### config.mk
export PLATFORM = sky130hd
export DESIGN_NAME = spiflash_wb_reader
export DESIGN_NICKNAME = d
export VERILOG_FILES = /design/src/rtl/spiflash_pkg.sv /design/src/rtl/spiflash_shifter.sv /design/src/rtl/spiflash_wb_reader.sv
export SDC_FILE = /design/constraint.sdc
export NUM_CORES = 1
export LEC_CHECK = 0
export ABC_CLOCK_PERIOD_IN_PS = 2920
export BUFFER_PORTS_ARGS = -buffer_cell sky130_fd_sc_hd__buf_2
export CORE_UTILIZATION = 35
export DETAILED_ROUTE_END_ITERATION = 8
export GPL_ROUTABILITY_DRIVEN = 0
export GPL_TIMING_DRIVEN = 0
export PLACE_DENSITY_LB_ADDON = 0.2
export SYNTH_ARGS = -nofsm -noshare
export SYNTH_HDL_FRONTEND = slang
export SYNTH_HIERARCHICAL = 1
export SYNTH_SLANG_ARGS = --single-unit
### constraint.sdc
create_clock -name sys_clk -period 2.92 [get_ports sys_clk]
set_clock_uncertainty 0.05 [all_clocks]
set_input_delay 0.438 -clock sys_clk [delete_from_list [all_inputs] [get_ports sys_clk]]
set_output_delay 0.438 -clock sys_clk [all_outputs]
set_load 0.1 [all_outputs]
### src/rtl/spiflash_pkg.sv
// Shared types and constants for the SPI-flash Wishbone read path.
// The FSM states, flash geometry and the READ opcode live here.
package spiflash_pkg;

  localparam int         FLASH_AW = 24;
  localparam int         WORD_W   = 32;
  localparam int         WORD_AW  = FLASH_AW - 2;
  localparam int         NBITS_W  = 6;
  localparam logic [7:0] CMD_READ = 8'h03;

  typedef enum logic [2:0] {
    IDLE,
    CMD,
    ADDR,
    DATA,
    HOLD,
    DESEL
  } state_e;

  // Flash bytes arrive first-byte-in-MSB; the bus wants byte 0 in the low lane.
  function automatic logic [WORD_W-1:0] swap_bytes(input logic [WORD_W-1:0] w);
    return {w[7:0], w[15:8], w[23:16], w[31:24]};
  endfunction

endpackage

### src/rtl/spiflash_shifter.sv
// Mode-0 SPI bit engine: clock divider, 32-bit shift-out/shift-in and bit counter.
// A start on the cycle done is high chains the next transfer with no clock gap.
module spiflash_shifter
  import spiflash_pkg::*;
#(
  parameter int CLK_DIV = 1
) (
  input  logic               sys_clk,
  input  logic               sys_rst,
  input  logic               start,
  input  logic               abort,
  input  logic [NBITS_W-1:0] nbits,
  input  logic [WORD_W-1:0]  tx_word,
  output logic [WORD_W-1:0]  rx_word,
  output logic               done,
  input  logic               miso,
  output logic               sclk,
  output logic               mosi
);

  localparam int               DIV_W    = (CLK_DIV > 1) ? $clog2(CLK_DIV) : 1;
  localparam logic [DIV_W-1:0] DIV_LAST = DIV_W'(CLK_DIV - 1);

  logic              busy;
  logic [DIV_W-1:0]  div_cnt;
  logic [WORD_W-1:0] tx_sr;
  logic [4:0]        bits_left;
  logic              half_end;

  assign half_end = (div_cnt == DIV_LAST);
  assign done     = busy & sclk & half_end & (bits_left == 5'd0);
  assign mosi     = tx_sr[WORD_W-1];

  // NOTE: state registers use non-blocking assignments so every flop samples
  // the pre-edge values of its neighbours, independent of statement order.
  always_ff @(posedge sys_clk or posedge sys_rst) begin
    if (sys_rst) begin
      busy      <= 1'b0;
      sclk      <= 1'b0;
      div_cnt   <= '0;
      tx_sr     <= '0;
      rx_word   <= '0;
      bits_left <= '0;
    end else if (abort) begin
      busy    <= 1'b0;
      sclk    <= 1'b0;
      div_cnt <= '0;
      tx_sr   <= '0;
    end else if (start) begin
      busy      <= 1'b1;
      sclk      <= 1'b0;
      div_cnt   <= '0;
      tx_sr     <= tx_word;
      bits_left <= 5'(nbits - NBITS_W'(1));
    end else if (busy) begin
      if (half_end) begin
        div_cnt <= '0;
        if (!sclk) begin
          // Rising edge: the flash has held miso stable since the last fall.
          sclk    <= 1'b1;
          rx_word <= {rx_word[WORD_W-2:0], miso};
        end else begin
          sclk  <= 1'b0;
          tx_sr <= {tx_sr[WORD_W-2:0], 1'b0};
          if (bits_left == 5'd0) busy <= 1'b0;
          else                   bits_left <= bits_left - 5'd1;
        end
      end else begin
        div_cnt <= div_cnt + DIV_W'(1);
      end
    end
  end

endmodule

### src/rtl/spiflash_wb_reader.sv
// Wishbone-classic read-only slave fetching words from SPI flash with READ (0x03).
// CS stays low after a word so a sequential fetch skips command and address.
module spiflash_wb_reader
  import spiflash_pkg::*;
#(
  parameter int CLK_DIV      = 1,
  parameter int CS_HIGH_MIN  = 4,
  parameter int HOLD_TIMEOUT = 32
) (
  input  logic                sys_clk,
  input  logic                sys_rst,
  input  logic [WORD_AW-1:0]  wb_adr_i,
  input  logic                wb_cyc_i,
  input  logic                wb_stb_i,
  input  logic                wb_we_i,
  input  logic [3:0]          wb_sel_i,
  output logic [WORD_W-1:0]   wb_dat_o,
  output logic                wb_ack_o,
  output logic                wb_err_o,
  output logic                spiflash_cs_n,
  output logic                spiflash_clk,
  output logic                spiflash_mosi,
  input  logic                spiflash_miso
);

  localparam int               CNT_MAX    = (CS_HIGH_MIN > HOLD_TIMEOUT) ? CS_HIGH_MIN : HOLD_TIMEOUT;
  localparam int               CNT_W      = $clog2(CNT_MAX + 1);
  localparam logic [CNT_W-1:0] DESEL_LOAD = CNT_W'(CS_HIGH_MIN - 1);
  localparam logic [CNT_W-1:0] HOLD_LOAD  = CNT_W'(HOLD_TIMEOUT - 1);

  state_e               state_q, state_d;
  logic [WORD_AW-1:0]   addr_q, addr_d;
  logic [CNT_W-1:0]     cnt_q, cnt_d;
  logic                 ack_d, err_d;
  logic [WORD_W-1:0]    dat_d;
  logic                 cs_n_d;

  logic                 req, rd_req, wr_req;
  logic                 start_cmd, start_data;
  logic                 sh_start, sh_abort, sh_done;
  logic [NBITS_W-1:0]   sh_nbits;
  logic [WORD_W-1:0]    sh_tx, sh_rx;
  logic                 unused_sel;

  assign unused_sel = ^wb_sel_i;

  assign req    = wb_cyc_i & wb_stb_i & ~wb_ack_o & ~wb_err_o;
  assign rd_req = req & ~wb_we_i;
  assign wr_req = req &  wb_we_i;

  spiflash_shifter #(.CLK_DIV(CLK_DIV)) u_shifter (
    .sys_clk (sys_clk),
    .sys_rst (sys_rst),
    .start   (sh_start),
    .abort   (sh_abort),
    .nbits   (sh_nbits),
    .tx_word (sh_tx),
    .rx_word (sh_rx),
    .done    (sh_done),
    .miso    (spiflash_miso),
    .sclk    (spiflash_clk),
    .mosi    (spiflash_mosi)
  );

  // NOTE: every output of this block gets a default first, so no path
  // through the case can leave a value unassigned and infer a latch.
  always_comb begin
    state_d    = state_q;
    addr_d     = addr_q;
    cnt_d      = cnt_q;
    ack_d      = 1'b0;
    err_d      = 1'b0;
    dat_d      = wb_dat_o;
    start_cmd  = 1'b0;
    start_data = 1'b0;
    sh_start   = 1'b0;
    sh_abort   = 1'b0;
    sh_nbits   = NBITS_W'(WORD_W);
    sh_tx      = '0;

    case (state_q)
      IDLE: begin
        err_d = wr_req;
        if (rd_req) start_cmd = 1'b1;
      end
      CMD, ADDR, DATA: begin
        if (!wb_cyc_i) begin
          // Master gave up: park the clock low and discard the partial word.
          sh_abort = 1'b1;
          state_d  = DESEL;
          cnt_d    = DESEL_LOAD;
        end else if (sh_done) begin
          if (state_q == CMD) begin
            sh_start = 1'b1;
            sh_nbits = NBITS_W'(FLASH_AW);
            sh_tx    = {addr_q, 2'b00, 8'h00};
            state_d  = ADDR;
          end else if (state_q == ADDR) begin
            start_data = 1'b1;
          end else begin
            ack_d   = 1'b1;
            dat_d   = swap_bytes(sh_rx);
            addr_d  = addr_q + WORD_AW'(1);
            cnt_d   = HOLD_LOAD;
            state_d = HOLD;
          end
        end
      end
      HOLD: begin
        if (wr_req) begin
          err_d = 1'b1;
          cnt_d = HOLD_LOAD;
        end else if (rd_req && wb_adr_i == addr_q) begin
          start_data = 1'b1;
        end else if (rd_req || cnt_q == '0) begin
          state_d = DESEL;
          cnt_d   = DESEL_LOAD;
        end else begin
          cnt_d = cnt_q - CNT_W'(1);
        end
      end
      DESEL: begin
        err_d = wr_req;
        if (cnt_q != '0)  cnt_d = cnt_q - CNT_W'(1);
        else if (rd_req) start_cmd = 1'b1;
        else             state_d = IDLE;
      end
      default: state_d = DESEL;
    endcase

    if (start_cmd) begin
      addr_d   = wb_adr_i;
      sh_start = 1'b1;
      sh_nbits = NBITS_W'(8);
      sh_tx    = {CMD_READ, 24'h000000};
      state_d  = CMD;
    end
    if (start_data) begin
      sh_start = 1'b1;
      state_d  = DATA;
    end

    cs_n_d = (state_d == IDLE) || (state_d == DESEL);
  end

  always_ff @(posedge sys_clk or posedge sys_rst) begin
    if (sys_rst) begin
      state_q       <= DESEL;
      addr_q        <= '0;
      cnt_q         <= DESEL_LOAD;
      wb_ack_o      <= 1'b0;
      wb_err_o      <= 1'b0;
      wb_dat_o      <= '0;
      spiflash_cs_n <= 1'b1;
    end else begin
      state_q       <= state_d;
      addr_q        <= addr_d;
      cnt_q         <= cnt_d;
      wb_ack_o      <= ack_d;
      wb_err_o      <= err_d;
      wb_dat_o      <= dat_d;
      spiflash_cs_n <= cs_n_d;
    end
  end

endmodule

# Word-level counts from Yosys, hierarchy flattened
# Cells that the tools add are included.
[totals]
output_inout_bits = 37
regBits = 138
elab_cells = 164
input_bits = 32
[classes]
mux = 87
n_eq_ne = 17
addsub = 5
reduce_logical = 25
bitwise_logic = 17
[op_table]
columns = ["op", "n"]
rows = [
  ["$mux W32", 10],
  ["$mux W22", 6],
  ["$mux W5", 10],
  ["$mux W6", 8],
  ["$mux W1", 37],
  ["$mux W3", 11],
  ["$add A22 B1 Y22 const B", 1],
  ["$eq A22 B22 Y1", 1],
  ["$reduce_and A5 Y1", 4],
  ["$pmux W6 S3", 1],
  ["$ne A3 B3 Y1 const B", 5],
  ["$pmux W3 S4", 1],
  ["$ne A2 B2 Y1 const B", 5],
  ["$reduce_bool A2 Y1", 5],
  ["$sub A5 B1 Y5 const B", 2],
  ["$eq A3 B3 Y1 const B", 3],
  ["$not A1 Y1", 9],
  ["$reduce_bool A3 Y1", 3],
  ["$and A1 B1 Y1", 8],
  ["$eq A3 B2 Y1 const B", 2],
  ["$logic_not A3 Y1", 2],
  ["$logic_not A6 Y1", 1],
  ["$pmux W1 S2", 3],
  ["$reduce_and A6 Y1", 1],
  ["other kinds (11)", 12],
]

# Longest topological paths before layout
# Gate-level depths: netlist (run 1).
[logic_depth]
word_depth = 13
depth_mapped = 15
depth_no_buf = 12

# Cells and area by module
# The synthesis (run 1) kept the hierarchy.
[modules_own_cells]
columns = ["mod", "area_each_um2", "cells_per_inst", "instances"]
rows = [
  ["spiflash_wb_reader", 3729.8, 441, 1],
  ["spiflash_shifter", 3337.0, 260, 1],
]

# Least setup slack after synthesis (run 1)
# Ideal clock, no wire load.
[synth_path]
path_type = "register to register"
startpoint = "register u_shifter.sclk"
endpoint = "register u_shifter.bits_left[4]"
setup_slack_ns = -0.964
required_ns = 2.744
setup_time_ns = 0.126
t_arrival_ns = 3.707
period_less_slack_ns = 3.884
stages_incl_launch_ff = 16
path_buffers = 4
cell_sequence = "dfrtp_1 > buf_2 > nand2_1 > buf_2 > nor2_1 > nand2_1 > nor3_1 > nor2_1 > nand2_1 > buf_4 > buf_6 > mux2i_1 > ha_1 > o21ai_1 > xnor2_1 > a311o_1"
[synth_via]
elab_chain_len = 10
word_cells_on_any_way = 22
classes_between = "add/sub: 1; eq/ne: 2; mux: 13; bitwise: 3; reduce/logical: 3"
[synth_lines]
columns = ["element", "line", "rtl"]
rows = [
  ["from (decl)", "spiflash_shifter.sv:17", "output logic sclk,"],
  ["from (signal assigned)", "spiflash_shifter.sv:39", "sclk <= 1'b0;"],
  ["from (signal assigned)", "spiflash_shifter.sv:46", "sclk <= 1'b0;"],
  ["from (signal assigned)", "spiflash_shifter.sv:51", "sclk <= 1'b0;"],
  ["$and A1 B1 Y1 * (3 in a row)", "spiflash_shifter.sv:31", "assign done = busy & sclk & half_end & (bits_left == 5'd0);"],
  ["named net sh_done", "spiflash_wb_reader.sv:40", "logic sh_start, sh_abort, sh_done;"],
  ["$mux W1", "spiflash_wb_reader.sv:92", "end else if (sh_done) begin"],
  ["$mux W1", "spiflash_wb_reader.sv:87", "if (!wb_cyc_i) begin"],
  ["$mux W1", "spiflash_wb_reader.sv:81", "case (state_q)"],
  ["$mux W1", "spiflash_wb_reader.sv:131", "if (start_cmd) begin"],
  ["$mux W1 *", "spiflash_wb_reader.sv:138", "if (start_data) begin"],
  ["named net sh_start", "spiflash_wb_reader.sv:40", ""],
  ["$ne A2 B2 Y1 (no source line) / $reduce_bool A2 Y1 (equally long branches)", "--", ""],
  ["$reduce_and A5 Y1 (no source line)", "--", ""],
  ["to (signal assigned)", "spiflash_shifter.sv:54", "bits_left <= 5'(nbits - NBITS_W'(1));"],
  ["to (signal assigned)", "spiflash_shifter.sv:66", "else bits_left <= bits_left - 5'd1;"],
  ["to (decl)", "spiflash_shifter.sv:27", "logic [4:0] bits_left;"],
]
# The timed path passes the listed nets; every way through them passes the cells marked *.
# A chain may end at the register's enable or synchronous reset.

# Final worst setup path (run 1)
[layout_path]
startpoint = "register addr_q[3]"
endpoint = "register u_shifter.bits_left[4]"
[layout_via]
elab_chain_len = 8
word_cells_on_any_way = 12
classes_between = "eq/ne: 3; mux: 5; reduce/logical: 4"
[layout_lines]
columns = ["element", "line", "rtl"]
rows = [
  ["from (decl)", "spiflash_wb_reader.sv:32", "logic [WORD_AW-1:0] addr_q, addr_d;"],
  ["from (signal assigned)", "spiflash_wb_reader.sv:157", "addr_q <= addr_d;"],
  ["$eq A22 B22 Y1 *", "spiflash_wb_reader.sv:113", "end else if (rd_req && wb_adr_i == addr_q) begin"],
  ["$logic_and A1 B1 Y1 *", "spiflash_wb_reader.sv:113", ""],
  ["$mux W1 *", "spiflash_wb_reader.sv:113", ""],
  ["$mux W1 *", "spiflash_wb_reader.sv:110", "if (wr_req) begin"],
  ["$pmux W1 S2 *", "spiflash_wb_reader.sv:81", ""],
  ["$mux W1 *", "spiflash_wb_reader.sv:138", ""],
  ["named net sh_start", "spiflash_wb_reader.sv:40", ""],
  ["$ne A2 B2 Y1 (no source line) / $reduce_bool A2 Y1 (equally long branches)", "--", ""],
  ["$reduce_and A5 Y1 (no source line)", "--", ""],
]
# Marks and branches as above.

==> results.ini, run 1 <==
[critical_path]
r2r_cells=13
critPathKind=reg -> reg
cp-start-kind=register
arrival_ns=3.21
path_cells=xor2_4, nor4_2, and4_1, nand4_4, o31a_1, nand2_1, buf_6, buf_8, mux2i_4, ha_4, o21ai_4, a22o_1, a311o_1
critPathMaxFanout=6
cp-end-kind=register
crit_required_ns=3.17
critical-path-max-stage-delay_ns=0.46
crit_slowest_cell=dfrtp_2

[cts]
htree_num_levels=4
clockBufferDepth=2
numCtsBuffers=17
root_buffer=clkbuf_16
insertion_delay_ns=0.42
cts_tree=done
cts_sinks=137
ctsHoldBuffers=0
clk_pin_slew_ns=0.06

[logic_synthesis]
synthFlopType=dfrtp_1
synthTopCellsByArea=dfrtp_1 (47%), mux2_2 (10%), nand2_1 (7.2%), mux2i_1 (5.0%), xor2_1 (3.3%)
ys_seq_elements=137
synth_cells=701
synth_cell_types=63
syn-cell-area_sq_mm=0.00707
syn_avg_cell_area_sq_um=10.1
yosysTopAreaCell=dfrtp_1
synth_top_area_share_pct=46.7
yosysSeqAreaShare_pct=48.6
async_flop_share_pct=100
synth.yosys.warnings=6
synth_edf_count=0

[die]
rows=51
die_x_um=144
die_h_um=144
core_region_area_sq_mm=0.0197
initial_core_util_pct=36.0
io_pins=69
die_area_sq_mm=0.0208

[cells_and_area]
num_antenna_cells=0
drive_gt1_share_pct=31.3
fill_cells=1942
fin_util_pct=45.4
final_area_sq_mm=0.00893
final_cell_mix=nand2_1 (134), dfrtp_1 (118), buf_2 (76)
instances_no_fill=1101
final_common_cell=nand2_1
nNetsFinal=859
syn_to_final_growth_pct=26.4

[place]
placed_cell_area_sq_mm=0.00785
portBuffers=64
dp.cells=1046
hpwl_mm=11.9

[global_routing]
track_usage_pct=18.2
grt_max_degree=67
first_global_vias=5502
antenna_found_initial=1
globalRouteOverflowTotal=0
grt_pass1_wl_mm=28.6

[run]
drv_cap=0

[sta]
fmax_ghz=0.338
period_share_pct=101
fin_tns_setup_ns=-0.0426
hold_violations=0
slew_violations=0
fin_ws_ns=-0.0426
worst_pin_slew_ns=0.850
rsz0062_at_grt=yes
setup_viol=1
min_period_ns=2.96
relSlewSlack_pct=43.4

[status]
outcome=finished, violations left
violations=negative setup slack

[pwr]
ir_worst_vdd_v=0.000456
power.density_mw_per_mm2=858
leakage_nw=4.27

[detailed_routing]
drt_iter0_markers=208
antenna_left=0
drc=0
routed_wl_mm=17.7
first_pass_iters=4
routed_via_density=4.91
wl_per_cell_um=16.0
num_vias=5408

[worst_hold_path]
hold_class=in -> async

[flip-flops by register name, indices dropped and copies added, names as in the netlist]
name,count
u_shifter/sclk,1
wb_ack_o,1
state_q,3
addr_q,22
u_shifter/bits_left,5
u_shifter/rx_word,32
cnt_q,6
spiflash_cs_n,1
u_shifter/tx_sr,32
wb_dat_o,32
u_shifter/busy,1
wb_err_o,1
[cell type report]
cell class	instances	area [sq um]	area share [%]
timing repair buffer	91	539	6.04
buffer	37	226	2.54
inverter	12	50.0	0.560
multi-input combinational	527	3680	41.2
clock buffer	18	429	4.81
sequential	137	3450	38.7
tap	265	332	3.71
clock inverter	14	220	2.47
[layer usage]
| metal | part of all wire, % | GRT usage, % | vias to the layer above |
|---|---|---|---|
| li1 | - | - | 2665 |
| met1 | 46 | 22.9 | 2587 |
| met2 | 47 | 29.5 | 119 |
| met3 | 4.7 | 4.70 | 35 |
| met5 | 0.074 | 0 | - |
| met4 | 2.6 | 7.39 | 2 |
[power by group]
group / switching (mW) / internal (mW) / total [mW]
Sequential: 0.433 / 2.38 / 2.81
Clock: 0.857 / 1.52 / 2.38
Combinational: 1.31 / 1.16 / 2.47
Total: 2.60 / 5.06 / 7.66
[through the flow]
step                      setup slack (ns)  total power [mW]  hold slack (ns)
after detailed placement            -0.751              4.94            0.407
after floorplan                     -0.334              4.40            0.385
after global routing                -0.152              8.09           0.0335
after global placement              -0.757              4.89            0.406
after CTS                          -0.0401              7.60          0.00854
final                              -0.0426              7.66          0.00904
[cells in the mapped netlist (all sizes together), types with 7 or more instances]
master  count
o211ai      7
nor3       11
nand3      10
buf        24
and3        7
inv        12
a21oi       9
nand4       9
o21ai      26
mux2i      35
nand2     135
nor4       18
xor2       27
dfrtp     132
and2       23
mux2       66
clkbuf     16
nor2       53
nor3b       7
xnor2       8
[cells by family after synthesis]
kind of cell	count (synthesis)	share of synthesized area, %
AND/OR/NAND/NOR	290	19.6
multiplexers	101	15.5
XOR/XNOR	35	4.34
AO/OA/AOI/OAI	81	7.88
other	1	0.0531
buffers and inverters	52	3.35
adder cells (fa/ha/maj)	4	0.708
flip-flops	137	48.6
[final timing paths]
kind,slack [ns],start,endpoint
max,-0.04,addr_q[3],u_shifter/bits_left[4]
min,0.009,sys_rst,u_shifter/rx_word[2]
max reg2reg,-0.04,addr_q[3],u_shifter/bits_left[4]
min reg2reg,0.42,wb_dat_o[24],wb_dat_o[24]
max in group asynchronous,2.04,sys_rst,wb_err_o
min in group sys_clk,0.21,spiflash_miso,u_shifter/rx_word[0]
[critical path: cells and delay by family, from the launching register on]
family	cells	cell delay [ns]
XOR/XNOR	1	0.18
AND/OR/NAND/NOR	4	0.76
buffers and inverters	2	0.27
flip-flops	1	0.46
adder cells (fa/ha/maj)	1	0.18
multiplexers	1	0.25
AO/OA/AOI/OAI	4	0.70
[repair_timing]
item / CTS / global route
setup endpoints to repair: 83 / 39
endpoints found under the hold margin: 0 / 0
pin swaps: 14 / 9
buffers inserted: 22 / 4
resized for setup: 39 / 18
Note: power is estimated with default switching activity, not from simulation.
==> run 2: changes to the inputs <==
--- a/config.mk
+++ b/config.mk
@@ -14,5 +14,4 @@
 export PLACE_DENSITY_LB_ADDON = 0.2
 export SYNTH_ARGS = -nofsm -noshare
 export SYNTH_HDL_FRONTEND = slang
-export SYNTH_HIERARCHICAL = 1
 export SYNTH_SLANG_ARGS = --single-unit
==> run 2 against run 1 <==
The run now ends clean. Worst hold slack improved by 0.015 ns. Final cell count fell by 12%. Clock power fell by 8%. Setup slack improved by 0.14 ns. Combinational power fell by 21%. Clock-buffer cell count rose by 1. Critical endpoint is now u_shifter.bits_left[4]. Register-to-register slack improved by 0.14 ns. Largest power group unchanged. First-iteration DRC count rose by 32%. Final area fell by 15%. Die area fell by 11%.
==> results.ini, run 2 <==
[detailed_routing]
dr_wl_met3_um=838  ; +1.9%
first_pass_iters=5  ; +1
routed_via_density=5.02  ; +2.2%
num_vias=4866  ; -10%
routed_wl_mm=15.1  ; -15%
wl_per_cell_um=15.6  ; -3.0%
drt_iter0_markers=275  ; +32%
met1_length_mm=6.95  ; -14%
antenna_left=0  ; unchanged
drc=0  ; unchanged
wl_met2_mm=7.18  ; -13%
maxUsedRoutingLayer=met4

[place]
portBuffers=64  ; unchanged
hpwl_mm=11.0  ; -8.2%
dp.cells=937  ; -10%
dp_slack_ns=-0.0336  ; +0.718 ns

[sta]
timing.hold.ws_ns=0.0239  ; +0.0149 ns
fmax_ghz=0.354  ; +5.0%
hold_violations=0  ; unchanged
setup_viol=0  ; -1
fin_ws_ns=0.0973  ; +0.140 ns
slew_violations=0  ; unchanged
worst_pin_slew_ns=0.733  ; -0.117 ns
relSlewSlack_pct=50.8  ; +7.4 points
period_share_pct=96.7  ; -4.8 points
min_period_ns=2.82  ; -0.140 ns

[logic_synthesis]
synth_cell_types=54  ; -14%
synth.yosys.warnings=0  ; -6
yosysSeqAreaShare_pct=50.8  ; +2.2 points
synth_top_area_share_pct=48.8  ; +2.0 points
async_flop_share_pct=100  ; unchanged
synthFlopType=dfrtp_1
synthTopCellsByArea=dfrtp_1 (49%), nand2_1 (9.8%), mux2_2 (5.9%), xnor2_1 (3.2%), xor2_1 (2.9%)
yosysMostFrequentCell=nand2_1
syn_avg_cell_area_sq_um=9.71  ; -3.7%
syn-cell-area_sq_mm=0.00626  ; -11%
synth_common_cells=nand2_1 (163), dfrtp_1 (122), nor2_1 (40)
yosysTopAreaCell=dfrtp_1
synth_cells=645  ; -8.0%
ys_seq_elements=127  ; -7.3%
synth_nets=681
synth_edf_count=0  ; unchanged

[critical_path]
r2r_cells=11  ; -2
r2r_end=u_shifter.bits_left[4]
arrival_ns=3.10  ; -0.11 ns
critPathKind=reg -> reg
cp-start-kind=register
startpoint=wb_err_o
r2r_start=wb_err_o
crit_required_ns=3.20  ; +0.03 ns
critPathMaxFanout=10  ; +4
cp-end-kind=register
r2r_slack_ns=0.1  ; +0.14 ns

[cts]
root_buffer=clkbuf_16
ctsHoldBuffers=0  ; unchanged
cts_sinks=127  ; -7.3%
clk_pin_slew_ns=0.06  ; about the same
cts_tree=done
ctsResizeCount=0  ; -100%
post_cts_buffers=0  ; -100%
htree_num_levels=4  ; unchanged
clockBufferDepth=2  ; unchanged
numCtsBuffers=17  ; unchanged
insertion_delay_ns=0.42  ; about the same

[die]
die_x_um=136  ; -5.8%
core_region_area_sq_mm=0.0174  ; -12%
initial_core_util_pct=36.1  ; +0.12 points
die_area_sq_mm=0.0184  ; -11%
io_pins=69  ; unchanged
rows=48  ; -5.9%
die_h_um=136  ; -5.8%

[cells_and_area]
fin_util_pct=43.7  ; -1.8 points
num_antenna_cells=0  ; unchanged
drive_gt1_share_pct=22.7  ; -8.6 points
final_cell_mix=nand2_1 (162), dfrtp_1 (120), buf_2 (71)
instances_no_fill=969  ; -12%
nNetsFinal=767  ; -11%
syn_to_final_growth_pct=21.0
reg_top3=u_shifter.rx_word x32, wb_dat_o x32
final_common_cell=nand2_1

[status]
outcome=finished, final reports clean

[global_routing]
first_global_vias=4885  ; -11%
grt_max_degree=44  ; -34%
grt_pass1_wl_mm=25.3  ; -12%
antenna_found_initial=0  ; -1
globalRouteOverflowTotal=0  ; unchanged
track_usage_pct=17.8  ; -0.34 points

[pwr]
ir_worst_vdd_v=0.000503  ; +10%
power.total_mw=6.83  ; -11%
power.density_mw_per_mm2=902  ; +5.1%
leakage_nw=3.56  ; -17%

[run]
drv_cap=0  ; unchanged

[worst_hold_path]
hold_class=in -> async

run 2: cell types whose count changed after synthesis, sizes merged, moves of 15 or more:
cell   delta
mux2     -33
mux2i    -31
nand2    +28
o31ai    +21
o21a     +20
and2     -19
xnor2    +15
run 2: worst max-delay path by stage:
stage	end	slack (ns)	depth (start not counted)
2_1_floorplan	u_shifter.bits_left[2]	0.03	12
3_3_place_gp	wb_ack_o	-0.18	2
3_5_place_dp	u_shifter.bits_left[2]	-0.03	13
4_1_cts	u_shifter.bits_left[4]	0.07	11
5_1_grt	u_shifter.bits_left[2]	-0.02	12
6_report	u_shifter.bits_left[4]	0.1	11
run 2: stage by stage:
stage	instance area (sq um)	TNS, ns
floorplan	6270	0
global placement	6870	-0.388
detailed placement	6930	-0.0642
CTS	7540	0
global route	7580	-0.0165
finish	7580	0
run 2: cells by family after synthesis:
| logic type | Yosys count | share of synthesized area [%] |
|---|---|---|
| compound gates | 109 | 11.9 |
| simple gates | 275 | 20.1 |
| flops | 127 | 50.8 |
| xor+xnor | 44 | 6.15 |
| buf+inv | 49 | 3.58 |
| mux | 37 | 6.57 |
| fa+ha+maj | 4 | 0.799 |
run 2: report_power, final:
part	switching (mW)	total [mW]	leakage [nW]	internal [mW]
clock	0.834	2.20	0.294	1.36
sequential	0.452	2.67	1.66	2.22
combinational	1.09	1.96	1.61	0.869
total	2.38	6.83	3.56	4.45
run 2: per-layer routing:
metal  track usage, %  vias up
met5                0        -
met4             5.12        0
met3             5.16        8
met2             28.8      100
met1             23.0     2379
li1                 -     2379
run 2: cell type report:
cell class	instances	area, sq um
Inverter	13	52.6
Buffer	36	179
Timing Repair Buffer	67	380
Clock buffer	19	433
Tap cell	225	282
Multi-Input combinational cell	469	2890
Clock inverter	13	176
Fill cell	1682	9780
Sequential cell	127	3190
run 2: critical path: stages (launching register included):
cell       delay (ns)
dfrtp_2          0.39
and4bb_4         0.37
nand4b_2         0.13
or4_4            0.55
o21a_1           0.18
clkbuf_4         0.19
and2_1           0.17
nand2_1          0.07
ha_2             0.19
o211ai_1         0.09
a21oi_1          0.14
a2bb2oi_1        0.21
